**config.mk**
```make
export PLATFORM = sky130hd
export DESIGN_NAME = muxn_skid
export DESIGN_NICKNAME = d
export VERILOG_FILES = /design/src/rtl/muxn_skid.sv
export SDC_FILE = /design/constraint.sdc
export NUM_CORES = 1
export LEC_CHECK = 0
export ABC_AREA = 1
export BUFFER_PORTS_ARGS = -buffer_cell sky130_fd_sc_hd__buf_2
export CAP_MARGIN = 20
export CORE_AREA = 4 4 107 109
export CTS_CLUSTER_DIAMETER = 100
export DETAILED_ROUTE_END_ITERATION = 6
export DIE_AREA = 0 0 111 113
export GPL_ROUTABILITY_DRIVEN = 0
export PLACE_DENSITY = 0.65
export SLEW_MARGIN = 20
export SYNTH_ARGS = -nofsm -noshare
export SYNTH_HDL_FRONTEND = slang
export SYNTH_SLANG_ARGS = --single-unit
```
**constraint.sdc**
```tcl
create_clock -name clk -period 1.9 [get_ports clk]
set_clock_uncertainty 0.15 [all_clocks]
set_input_delay 0.285 -clock clk [delete_from_list [all_inputs] [get_ports clk]]
set_output_delay 0.285 -clock clk [all_outputs]
set_load 0.02 [all_outputs]
```
**src/rtl/muxn_skid.sv**
```systemverilog
// muxn_skid: N-input select feeding a two-entry valid/ready skid buffer.
// Out-of-range selects return input 0 and are tagged with an oor bit.
module muxn_skid #(
    parameter int WIDTH = 32,
    parameter int N     = 3,
    parameter int SELW  = $clog2(N)
) (
    input  logic               clk,
    input  logic               rst_n,
    input  logic [N*WIDTH-1:0] d,
    input  logic [SELW-1:0]    s,
    input  logic               in_valid,
    output logic               in_ready,
    input  logic               flush,
    output logic [WIDTH-1:0]   out_data,
    output logic               out_oor,
    output logic               out_valid,
    input  logic               out_ready
);

    typedef enum logic [1:0] {
        EMPTY = 2'd0,
        ONE   = 2'd1,
        TWO   = 2'd2
    } state_t;

    state_t           state;
    state_t           nstate;
    logic [WIDTH-1:0] sel_data;
    logic             sel_oor;
    logic [WIDTH-1:0] head_data;
    logic             head_oor;
    logic [WIDTH-1:0] skid_data;
    logic             skid_oor;
    logic             accept;
    logic             pop;
    logic             ld_head;
    logic             ld_skid;
    logic             head_from_skid;

    always_comb begin
        sel_data = d[WIDTH-1:0];
        for (int i = 1; i < N; i++) begin
            if (s == SELW'(i)) sel_data = d[i*WIDTH +: WIDTH];
        end
    end

    // A power-of-two N leaves no unused select codes.
    if (N == (1 << SELW)) begin : g_pow2
        assign sel_oor = 1'b0;
    end else begin : g_oor
        assign sel_oor = (s >= SELW'(N));
    end

    assign in_ready  = (state != TWO);
    assign out_valid = (state != EMPTY);
    assign accept    = in_valid && in_ready;
    assign pop       = out_valid && out_ready;

    always_ff @(posedge clk or negedge rst_n) begin
        if (!rst_n) state <= EMPTY;
        else        state <= nstate;
    end

    always_comb begin
        nstate         = state;
        ld_head        = 1'b0;
        ld_skid        = 1'b0;
        head_from_skid = 1'b0;
        if (flush) begin
            nstate = EMPTY;
        end else begin
            unique case (state)
                EMPTY: begin
                    if (accept) begin
                        nstate  = ONE;
                        ld_head = 1'b1;
                    end
                end
                ONE: begin
                    if (accept && !pop) begin
                        nstate  = TWO;
                        ld_skid = 1'b1;
                    end else if (accept && pop) begin
                        ld_head = 1'b1;
                    end else if (pop) begin
                        nstate = EMPTY;
                    end
                end
                TWO: begin
                    if (pop) begin
                        nstate         = ONE;
                        ld_head        = 1'b1;
                        head_from_skid = 1'b1;
                    end
                end
                default: nstate = EMPTY;
            endcase
        end
    end

    always_ff @(posedge clk or negedge rst_n) begin
        if (!rst_n) begin
            head_data <= '0;
            head_oor  <= 1'b0;
            skid_data <= '0;
            skid_oor  <= 1'b0;
        end else begin
            if (ld_head) begin
                head_data <= head_from_skid ? skid_data : sel_data;
                head_oor  <= head_from_skid ? skid_oor  : sel_oor;
            end
            if (ld_skid) begin
                skid_data <= sel_data;
                skid_oor  <= sel_oor;
            end
        end
    end

    assign out_data = head_data;
    assign out_oor  = head_oor;

endmodule

```
After elaboration in Yosys (flattened, before gate mapping)
Cells that the tools add are included.
- flip-flop bits (word level): 68
- input bits: 103
- output and inout port bits: 35
- word-level logic and storage cells: 45
- order comparisons: 1
- equal/unequal tests: 9
- multiplexer cells: 22
- reduce and logical (&&, ||, !) cells: 8
- operators with widths (kind ; count):
    $mux 32 ; 3
    $mux 2 ; 6
    $mux 1 ; 11
    $ne 4x4->1 const B ; 2
    $ne 3x3->1 const B ; 2
    $pmux 2 s3 ; 1
    $eq 2x1->1 const B ; 2
    $eq 2x2->1 const B ; 2
    $logic_and 1x1->1 ; 4
    $reduce_and 4->1 ; 1
    $pmux 1 s3 ; 1
    $ge 2x2->1 const B ; 1
    $logic_not 2->1 ; 1
    $ne 2x2->1 const B ; 1
    $reduce_bool 2->1 ; 1
    $logic_not 1->1 ; 1

Depth between registers and ports, before layout
- depth after elaboration: 7
- gate-level depth with buffers: 10
- depth with buffers taken out: 8

Least setup slack after synthesis
OpenSTA, ideal clock, no wires.
- kind: reg2reg
- start: register state[1]
- end: register skid_data[20]
- library setup time: 0.122 ns
- arrival: 1.185 ns
- data required time: 1.628 ns
- setup slack: 0.444 ns
- stages on the path, launching flop included: 10
- path buffers: 3
- period minus slack after synthesis: 1.456 ns
- path through: dfrtp_1 -> buf_6 -> inv_2 -> nand2_2 -> nor3_2 -> inv_2 -> buf_6 -> buf_6 -> nand2_1 -> o21ai_1
- longest elaborated chain between the ends: 7
- elaborated cells on any way between the ends: 10
- classes of those cells: eq/ne: 2; mux: 3; reduce/logical: 5
- ends and longest elaborated chain (item ; line ; text):
    start: declaration ; 27 ; state_t state;
    start signal: assignment ; 62 ; else state <= nstate;
    $reduce_bool 2->1 ; 56 ; assign out_valid = (state != EMPTY);
    $logic_and 1x1->1 ; 58 ; assign pop = out_valid && out_ready;
    $logic_not 1->1 ; 81 ; if (accept && !pop) begin
    $logic_and 1x1->1 ; 81 ;
    $mux 1 ; 81 ;
    $mux 1 * ; 73 ; unique case (state)
    $mux 1 * ; 70 ; if (flush) begin
    end signal: assignment ; 114 ; skid_data <= sel_data;
    end: declaration ; 33 ; logic [WIDTH-1:0] skid_data;
Every way passes the cells marked *; elsewhere a longest branch is shown, timed or not.
A chain may end at the register's enable or synchronous reset.

Final worst setup path
- start: register state[1]
- end: register skid_data[3]
The elaborated chain is that of the path after synthesis.

==> results.md <==
- Status: completed
- Most common cell after layout, fill and taps aside: nand2_1
- Detail Route Antenna Nets: 0
- Core ar.: 10600 sq um
- Crit start category: flop
- Hold Crit Class: in2reg
- Routed via count: roughly 4400
- Worst R2R End: skid_data[3]
- Drt first pass iters: 5
- Final cell count without fillers: 850
- Resized cells post-CTS: 0
- Total Wirelength: 13.11 mm
- #FFs+latches synth: 68
- Post-Place Setup Slack: 0.1223 ns
- Synth Cell Area: 4151 sq um
- Final-report hold violation count: 0
- Min-delay src: d[19]
- Initial drt markers: 273
- Leakage: around 2.8 nW
- R2R Setup Slk: 0.22 ns
- Post-CTS setup repair buffer count: 0
- Nets: 808
- Worst R2R Start: state[1]
- Clock tree root driver cell: clkbuf_8
- First-pass GRT wire length: 21.10 mm
- DRC viols: 0
- # setup viols final: 0
- Post-synthesis simple-gate area fraction: 0.4295
- XOR/XNOR share of the synthesized area: 0
- I/O pin count: 138
- Initial antenna violation count: 2
- CTS tree: yes
- Vias/cell: about 5.2
- Longest Clk Path Bufs: 2
- Placed Cells incl. Taps: 833
- Area delta synth->final: 22.81%
- CTS Buf Count: 9
- Tot GR Track Use: 0.2048
- CP endpoint kind: flop
- Hold path depth: 3
- Commonest non-fill, non-tap cells in the layout: nand2_1, buf_2, nand3_1
- Largest family of logic cells by synthesized area: simple AND/OR/NAND/NOR gates
- Setup Crit Path Kind: reg2reg
- Die X: ~110 microns
- Power Density: 877.1 nW/um^2
- GRT overflow: 0
- Port-buffer cells: 137
- Synth Area per Inst: 7.145 sq um
- Num rows: 38
- Routed WL per cell: roughly 15 microns
- Crit path arrival time: around 1.7 ns
- Worst Path Required: 1.95 ns
- CP Max Fanout: 42
- Minimum clock period: 1.682 ns
- Clock slew at reported path FFs: ~0.080 ns
- DP HPWL: 9.111 mm
- Syn Nets: 684
- Max-Slew Margin vs Limit: 0.5808
- Synth Warn #: 0
- CP startpoint: state[1]
- Synth Area in Compound Gates: 0.08168
- Fin Hold WS: 0.08318 ns
- Die area: ~13000 sq um
- H-Tree Depth: 3
- Adder-Cell Fraction of Synth Area: 0
- Initial core utilization: 0.3916
- Clk sinks: 68
- Worst-case hold path end point: skid_data[19]
- Vias in the first global route: 4288
- Multiplexer share of the synthesized area: 0
- Worst Max-Slew Pin Slew: 0.6281 ns
- Max-Cap Viols: 0
- RSZ-0062 raised after global routing: no
- Final TNS setup: 0 ns
- Sequential-to-total area share from yosys stat: 0.4099
- Fin crit share: 0.8850
- Post-synth cell types: 21
- Pin count of the biggest net entering global routing: 45
- Synth Instances: slightly below 600
- Slew Limit Fails: 0
- Peak VDD IR: 336.5 uV
- Achievable Freq: 0.5947 GHz
- Setup ws final: approximately 0.22 ns
- Die height: 113 microns
- Worst r2r path cells: 7
- Share of cells above drive strength 1: 0.2764
- Clock network latency to the later pin of the worst-skew pair: 0.34 ns
- Hold buffer count at CTS: 1
==> report_power, final <==
group | internal (W) | switching (W) | leakage [nW] | total [W]
sequential | 0.00186 | 0.000228 | 0.861 | 0.00208
clock | 0.000460 | 0.000546 | 0.0779 | 0.00101
combinational | 0.000534 | 0.000849 | 1.85 | 0.00138
==> Yosys cell counts <==
| master | n | area, sq um |
|---|---|---|
| nand3_2 | 1 | 10.01 |
| inv_2 | 6 | 22.52 |
| nor3_2 | 1 | 10.01 |
| buf_6 | 8 | 90.09 |
| nand4_1 | 3 | 18.77 |
| o21ai_1 | 27 | 135.1 |
| dfrtp_1 | 68 | 1702 |
| o21ai_2 | 5 | 43.79 |
| nand2_2 | 1 | 6.260 |
| nand2_1 | 185 | 694.4 |
| nand3_1 | 98 | 490.5 |
| nand3b_1 | 31 | 232.7 |
| nor2_1 | 31 | 116.4 |
| buf_2 | 28 | 140.1 |
| clkbuf_1 | 9 | 33.78 |
| a21oi_1 | 31 | 155.2 |
| inv_1 | 5 | 18.77 |
| nor3_1 | 32 | 160.2 |
| nor2_2 | 7 | 43.79 |
| buf_4 | 3 | 22.52 |
| o21ai_0 | 1 | 5.000 |
==> cell type report <==
type	instances	area, sq um
Multi-Input combinational cell	454	2125
Inverter	11	41.29
Fill cell	1091	5504
Clock inverter	5	30.03
Sequential cell	68	1702
Clock buffer	10	127.6
Tap cell	140	175.2
Timing Repair Buffer	161	895.9
Antenna cell	1	2.502
==> flip-flops by register name (all words and copies together) (netlist names) <==
| name | cells |
|---|---|
| out_data | 32 |
| out_oor | 1 |
| skid_data | 32 |
| skid_oor | 1 |
| state | 2 |
==> cell families after synthesis <==
| logic type | count (synthesis) |
|---|---|
| AND/OR/NAND/NOR | 390 |
| flip-flops | 68 |
| AO/OA/AOI/OAI | 64 |
| buffers and inverters | 59 |
==> routing by layer <==
metal,wire (microns),vias up,share of wire,track usage
li1,-,2179,-,-
met1,5538,2028,0.42,0.2659
met2,6224,197,0.47,0.3398
met3,1183,14,0.090,0.05080
met4,146,2,0.011,0.06240
met5,13,-,0.00099,0
==> critical path, cell delays in order (launching register included) <==
cell and delay (ns):
dfrtp_1 0.47, inv_2 0.09, nand2_2 0.06, nor3_2 0.24, inv_2 0.06, buf_4 0.26, nand2_1 0.12, o21ai_1 0.07
==> per-stage QoR <==
step / area [sq um] / utilization / power [W]
6_report: 5099 / 0.4809 / 0.004472
5_1_grt: 5099 / 0.4809 / 0.004778
4_1_cts: 5096 / 0.4806 / 0.004515
3_5_place_dp: 4928 / 0.4648 / 0.003493
3_3_place_gp: 4928 / 0.4648 / 0.003445
2_1_floorplan: 4151 / - / 0.002972
==> how the worst max path moves through the flow <==
stage / to / cells past startpoint / slack (ns)
finish: skid_data[3] / 7 / 0.22
CTS: skid_data[3] / 7 / 0.21
detailed placement: skid_data[20] / 7 / 0.12
floorplan: skid_data[20] / 9 / 0.44
global placement: out_data[21] / 9 / 0.18
global route: skid_data[3] / 7 / 0.13
(Power assumes the default switching activity.)
